<file path="src/rtl/wind_pattern_controller.sv">
// Step sequencer for the 3-LED wind indicator: programmable-rate step tick,
// calm / right-to-left / left-to-right / freeze patterns, mode changes at boundaries.
module wind_pattern_controller #(
  parameter int CNT_W       = 32,
  parameter int DEFAULT_TAP = 25
) (
  input  logic       clk,
  input  logic       reset,
  input  logic [1:0] mode,
  input  logic [4:0] rate_sel,
  input  logic       rate_load,
  input  logic       pause,
  output logic [2:0] leds,
  output logic       step_tick,
  output logic [1:0] mode_active,
  output logic       pending
);

  localparam logic [4:0] TAP_MAX   = 5'(CNT_W - 1);
  localparam logic [4:0] TAP_RESET = 5'(DEFAULT_TAP);

  typedef enum logic [3:0] {
    CALM_A, CALM_B, RL_0, RL_1, RL_2, LR_0, LR_1, LR_2, FREEZE
  } state_t;

  state_t             state_q, state_d;
  logic [CNT_W-1:0]   cnt_q, cnt_d;
  logic [4:0]         tap_q, tap_d;
  logic               step_tick_q, step_tick_d;
  logic [2:0]         leds_q, leds_d;
  logic [1:0]         mode_active_q, mode_active_d;

  logic [CNT_W-1:0]   tap_bit;
  logic [CNT_W-1:0]   tap_mask;
  logic               cnt_match;
  logic               at_boundary;

  // Match when cnt[tap:0] == 1<<tap; mask wraps to all-ones when tap is the MSB.
  always_comb begin
    tap_bit   = CNT_W'(1) << tap_q;
    tap_mask  = (tap_bit << 1) - CNT_W'(1);
    cnt_match = ((cnt_q & tap_mask) == tap_bit);
  end

  always_comb begin
    at_boundary = (state_q == CALM_B) || (state_q == RL_2) ||
                  (state_q == LR_2)   || (state_q == FREEZE);
  end

  always_comb begin
    cnt_d         = cnt_q + CNT_W'(1);
    tap_d         = tap_q;
    step_tick_d   = cnt_match && !pause;
    state_d       = state_q;
    mode_active_d = mode_active_q;

    if (rate_load) begin
      tap_d = (rate_sel > TAP_MAX) ? TAP_MAX : rate_sel;
    end

    if (step_tick_q) begin
      if (at_boundary) begin
        mode_active_d = mode;
        case (mode)
          2'b00:   state_d = CALM_A;
          2'b01:   state_d = RL_0;
          2'b10:   state_d = LR_0;
          default: state_d = FREEZE;
        endcase
      end else begin
        case (state_q)
          CALM_A:  state_d = CALM_B;
          RL_0:    state_d = RL_1;
          RL_1:    state_d = RL_2;
          LR_0:    state_d = LR_1;
          LR_1:    state_d = LR_2;
          default: state_d = state_q;
        endcase
      end
    end
  end

  // FREEZE keeps whatever pattern was showing when it was entered.
  always_comb begin
    case (state_d)
      CALM_A:       leds_d = 3'b101;
      CALM_B:       leds_d = 3'b010;
      RL_0, LR_2:   leds_d = 3'b001;
      RL_1, LR_1:   leds_d = 3'b010;
      RL_2, LR_0:   leds_d = 3'b100;
      default:      leds_d = leds_q;
    endcase
  end

  always_ff @(posedge clk) begin
    if (reset) begin
      cnt_q         <= '0;
      tap_q         <= TAP_RESET;
      step_tick_q   <= 1'b0;
      state_q       <= CALM_A;
      leds_q        <= 3'b101;
      mode_active_q <= 2'b00;
    end else begin
      cnt_q         <= cnt_d;
      tap_q         <= tap_d;
      step_tick_q   <= step_tick_d;
      state_q       <= state_d;
      leds_q        <= leds_d;
      mode_active_q <= mode_active_d;
    end
  end

  assign leds        = leds_q;
  assign step_tick   = step_tick_q;
  assign mode_active = mode_active_q;
  assign pending     = (mode != mode_active_q);

endmodule

</file>
<file path="config.mk">
export PLATFORM = sky130hd
export DESIGN_NAME = wind_pattern_controller
export DESIGN_NICKNAME = d
export VERILOG_FILES = /design/src/rtl/wind_pattern_controller.sv
export SDC_FILE = /design/constraint.sdc
export NUM_CORES = 1
export LEC_CHECK = 0
export ABC_AREA = 1
export BUFFER_PORTS_ARGS = -buffer_cell sky130_fd_sc_hd__buf_2
export CELL_PAD_IN_SITES_DETAIL_PLACEMENT = 1
export CELL_PAD_IN_SITES_GLOBAL_PLACEMENT = 2
export CORE_MARGIN = 5
export CORE_UTILIZATION = 35
export DETAILED_ROUTE_END_ITERATION = 10
export PLACE_DENSITY = 0.86
export SLEW_MARGIN = 10
export SYNTH_ARGS = -nofsm -noshare
export SYNTH_HDL_FRONTEND = slang
export SYNTH_SLANG_ARGS = --single-unit
</file>
<file path="constraint.sdc">
create_clock -name clk -period 4.8 [get_ports clk]
set_input_delay 0.24 -clock clk [delete_from_list [all_inputs] [get_ports clk]]
set_output_delay 0.24 -clock clk [all_outputs]
set_load 0.02 [all_outputs]
</file>
### Word level (Yosys, flattened, before mapping)

Cells that the tools add are included.

* logic and storage cells: 49
* output and inout bits: 7
* input port bits: 11
* bits in registers: 47

* shift operators: 1
* bitwise operators: 1
* $add $sub $neg: 2
* magnitude comparators: 1
* reduce and logical (&&, ||, !) cells: 13
* equal/unequal tests: 19
* multiplexer cells: 6

Operators with widths (count)
* 32-bit by 1-bit adder with 32-bit output, second input constant: 1
* 32-bit bitwise AND: 1
* 32-bit == test: 1
* 4-bit by 3-bit == test with 1-bit output, second input constant: 8
* 1-bit by 5-bit left shift with 32-bit output, first input constant: 1
* 32-bit by 1-bit subtractor with 32-bit output, second input constant: 1
* 4-bit case mux with 5 select lines: 1
* 4-bit by 2-bit == test with 1-bit output, second input constant: 4
* 3-bit case mux with 4 select lines: 1
* 4-bit case mux with 3 select lines: 1
* 4-bit by 1-bit == test with 1-bit output, second input constant: 2
* 4-bit zero test: 2
* 4-bit two-way mux: 2
* 5-bit greater-than comparator, second input constant: 1
* 5-bit two-way mux: 1
* 4-bit == test, second input constant: 1
* 4-bit nonzero test: 1
* 2-bit OR reduction: 2
* 1-bit logical OR: 3
* 3-bit OR reduction: 1
* 2-bit by 1-bit == test with 1-bit output, second input constant: 1
* 2-bit == test, second input constant: 1
* 2-bit zero test: 1
* 2-bit inequality test: 1
* other kinds (3): 3

### Logic depth before layout (Yosys ltp)

* word-level depth: 9
* depth in mapped cells: 19
* gate-level depth less buffers: 18

### Worst setup path after synthesis

No wires, ideal clock.

* path kind: register to register
* start point: register tap_q[0]
* end point: register step_tick_q (netlist: step_tick)
* period minus slack after synthesis: 2.150 ns
* setup slack: 2.650 ns
* data required time: 4.736 ns
* library setup time: 0.064 ns
* path buffers: 2
* cell stages (with the launch flop): 19
* data arrival time: 2.087 ns
* cells stage by stage: dfxtp_1 > buf_4 > nor2_2 > buf_4 > nand3_1 > ha_1 > nor2_1 > nand3_1 > nand2_1 > nand2_1 > nor2_1 > nand2_1 > nor2_1 > nand3_1 > nor2_1 > nand4_1 > nor2_1 > nand3_1 > nor2_1

* longest elaborated chain between the ends: 5

RTL lines
* start: declaration: line 28 `logic [4:0] tap_q, tap_d;`
* start signal: assignment: line 105 `tap_q <= tap_d;`
* 1-bit by 5-bit left shift with 32-bit output (*): line 40 `tap_bit = CNT_W'(1) << tap_q;`
* 32-bit by 1-bit subtractor with 32-bit output: line 41 `tap_mask = (tap_bit << 1) - CNT_W'(1);`
* 32-bit bitwise AND: line 42 `cnt_match = ((cnt_q & tap_mask) == tap_bit);`
* 32-bit == test (*): line 42
* 1-bit logical AND (*): line 53 `step_tick_d = cnt_match && !pause;`
* end signal: assignment: line 106 `step_tick_q <= step_tick_d;`
* end: declaration: line 29 `logic step_tick_q, step_tick_d;`

Every way passes the cells marked *; elsewhere a longest branch is shown, timed or not.
A chain may end at the register's enable or synchronous reset.

### Final worst setup path

Same ends and word-level chain as after synthesis.

==> results.md <==
- The flow ran to the end, and the final reports show no timing, DRC or antenna violations.
- The count of buffers added on input and output ports is 17.
- The cell family with the largest share of critical-path delay is simple AND/OR/NAND/NOR gates.
- The end of the worst register-to-register path is step_tick.
- The post-detailed-route count of antenna-violating nets is 0.
- The worst min-delay path endpoint is tap_q[4].
- The cell area that synthesis handed to floorplanning was 3680 sq um.
- The class of the worst hold path is input port to flip-flop.
- The first-pass detailed-route iteration total is 4.
- The global-route total usage across every layer is 19.1%.
- Along the worst path, the maximum fanout reaches 11.
- The reg-to-reg critical path startpoint is tap_q[0].
- The die is 113 microns wide.
- The effective utilization at floorplan is 35.8%.
- TritonCTS built the clock tree.
- The highest clock frequency the design can meet is 0.357 GHz.
- The filler cells instantiated in the layout total 1455.
- The final total negative setup slack is 0 ps.
- The number of DRC markers after the initial detailed-route iteration is 153.
- At the pin with the least slew margin, the transition time is 700 ps.
- Entering global routing, the biggest net connects 29 pins.
- The die footprint is 12700 sq um.
- The number of global-route vias before repair is 4247.
- The floorplan step set the die height to 113 microns.
- 0 antenna diodes ended up in the layout.
- For the final database, setup skew stands at 13.5 ps.
- The clock latency on the worst-skew pair is 310 ps.
- In this run, distinct cell masters in the synthesized netlist total 30.
- The root buffer cell is clkbuf_8.
- The minimum clock period is 2800 ps.
- The number of stages on the worst hold path is 3.
- The total setup buffers inserted after CTS is 0.
- The total core area is 10300 sq um.
- The routed via count is 4078.
- The tightest slew margin relative to the limit is 53.3%.
- The half-perimeter wire length after placement is 9560 microns.
- The static leakage is 0.00174 uW.
- The total clock buffers created by CTS is 5.
- The post-detailed-route via-to-cell ratio is 5.21.
- The share of synthesized area occupied by flip-flops and latches is 25.6%.
- The number of buffers and inverters on the critical path is 0.
- The floorplan has 37 rows.
- During I/O placement, the number of pins put on the boundary was 18.
- Among all stages on the critical path, the largest delay is contributed by nor2_2.
- The register-to-register setup slack is 2000 ps.
- The initial antenna violation count was 0.
- The synthesized net count is 647.
- For this design the ratio of total power to cell area is 208 nW/um^2.
- The number of maximum-capacitance constraint violations is 0.
- Yosys printed 0 warnings.
- The number of hold buffers added after CTS was 0.
- The routed design has 11800 microns of wire.
- For this run, the slowest stage of the critical path takes 500 ps.
- The placement-stage cell area is 3860 sq um.
- The number of hold violations in the final report came to 0.
- Tracing the worst setup path back leads to its startpoint at tap_q[0].
- For this run, design rule violations remaining after detail routing come to 0.
- The count of final max-slew check failures came to 0.
- The layout overhead on the synthesized area is 7.31%.
- The average cell area after synthesis is 5.81 sq um.
- The cell depth of the worst flop-to-flop path is 16.
- The maximum vdd ir drop is 0.116 mV.
- The kind of critical path is flip-flop to flip-flop.
- The H-tree was split into 2 levels.
- The first global-routing pass estimated 20200 microns of wire.
- The most common cell after layout, fill and taps aside is nand2_1.
- Setup repair after global routing left no endpoint under its margin.
- The cell occurring most often along the worst timing path is nor2_1.
- The nature of the critical path startpoint is a flip-flop.
- The congestion estimate from routability-driven global placement came to 0.921.
- At the worst endpoint, the arrival time is 3050 ps.
- The total number of clock tree sinks is 47.
- Dividing the detail-routed wire length by the instance count gives 15.0 microns.
- The top cell types in the final layout, fill and taps aside, are nand2_1, nor2_1, inv_1.
- The element type at the critical path end is a flip-flop.
- The share of final-layout standard cells stronger than drive strength 1 is 8.36%.
- The register bit count reported by yosys is 47.
- The total grt overflow is 0.
- In this run, post-CTS repair resized a total of 0 instances.
- The critical path goes through nor2_2 > nand3_1 > ha_1 > nor2_1 > nand3_1 > nand2_1 > nand2_1 > nor2_1 > nand2_1 > nor2_1 > nand3_1 > nor2_1 > nand4_1 > nor2_1 > nand3_1 > nor2_1.
- In the finished design, the share of the clock period the worst path needs comes to 58.4%.
- Setup violations remaining at the end of the flow were counted as 0.
- Synthesis produced a netlist whose cell count is 634.
- The worst hold path begins at rate_sel[4].
- The area of all placed cells without fillers is 3950 sq um.
- The clock edge transition at the registers on the reported setup and hold paths is 90 ps.
- At the worst endpoint, the required time is 5050 ps.
- The post-layout net count is 658.
- The clock passes through at most 2 buffers.
[final cells by class]
| type | instances | area [sq um] | area share, % |
|---|---|---|---|
| clock buffers | 7 | 86.3 | 2.18 |
| clock inverters | 1 | 8.76 | 0.222 |
| inverters | 88 | 330 | 8.36 |
| multi-input cells | 486 | 2330 | 59.0 |
| flip-flops and latches | 47 | 941 | 23.8 |
| well taps | 136 | 170 | 4.31 |
| repair buffers | 17 | 85.1 | 2.15 |
[worst max-delay path by stage]
stage | end | cells after the start
after floorplan | step_tick | 18
after global placement | step_tick | 15
after detailed placement | step_tick | 16
after CTS | step_tick | 16
after global routing | step_tick | 15
final | step_tick | 16
[sequential cells by signal, indices dropped and copies added, names as in the netlist]
| name | flops |
|---|---|
| step_tick | 1 |
| state_q | 4 |
| tap_q | 5 |
| mode_active | 2 |
| leds | 3 |
| cnt_q | 32 |
[logic make-up after synthesis]
logic type | count (synthesis) | share of synthesized area (%)
flip-flops | 47 | 25.6
AND/OR/NAND/NOR | 399 | 49.6
AO/OA/AOI/OAI | 76 | 10.9
XOR/XNOR | 9 | 2.14
adder cells (fa/ha/maj) | 2 | 0.679
buffers and inverters | 101 | 11.2
[worst reg2reg max path, delay by kind of cell (launching register included)]
| family | cells | cell delay [ps] |
|---|---|---|
| adders and majority gates | 1 | 340 |
| DFF | 1 | 410 |
| and+or+nand+nor | 15 | 1970 |
[per-stage QoR]
step	worst slack, ps	hold WS, ps	total power [uW]	utilization (%)	cells
2_1_floorplan	2650	340	532	-	634
3_5_place_dp	1980	467	570	37.5	774
4_1_cts	1960	141	837	38.4	782
6_report	2000	146	822	38.4	782
3_3_place_gp	2140	450	565	37.5	774
5_1_grt	1660	152	876	38.4	782
[synthesized netlist by cell type]
master | instances | area, sq um
o31ai_1 | 1 | 7.51
xor2_1 | 8 | 70.1
buf_6 | 2 | 22.5
inv_2 | 7 | 26.3
nor4_1 | 1 | 6.26
xnor2_1 | 1 | 8.76
o211ai_1 | 1 | 7.51
nor3b_1 | 4 | 30.0
clkbuf_1 | 5 | 18.8
nand2_2 | 1 | 6.26
nor2_1 | 94 | 353
ha_1 | 2 | 25.0
nor2_4 | 6 | 67.6
buf_2 | 2 | 10.0
buf_4 | 4 | 30.0
o2111ai_1 | 1 | 8.76
nor3_2 | 3 | 30.0
nand3_1 | 77 | 385
o22ai_1 | 1 | 6.26
nor3_1 | 23 | 115
a21oi_1 | 34 | 170
o21a_1 | 4 | 30.0
o21ai_1 | 2 | 10.0
nand3_2 | 7 | 70.1
dfxtp_1 | 47 | 941
nor2_2 | 6 | 37.5
nand2_1 | 153 | 574
o21ai_0 | 32 | 160
inv_1 | 81 | 304
nand4_1 | 24 | 150
[routing by layer]
metal / wire (microns) / global-route usage, %
met1: 5450 / 23.7
met2: 5870 / 35.1
met3: 279 / 2.26
met4: 171 / 4.65
met5: 0 / 0
[power breakdown]
| part | leakage [uW] | internal, uW | switching, uW |
|---|---|---|---|
| logic | 0.00131 | 44.0 | 106 |
| clock network | 0.0000484 | 118 | 142 |
| registers | 0.000381 | 397 | 13.8 |
| total | 0.00174 | 560 | 262 |
No activity file was read; power rests on OpenSTA's default activity.
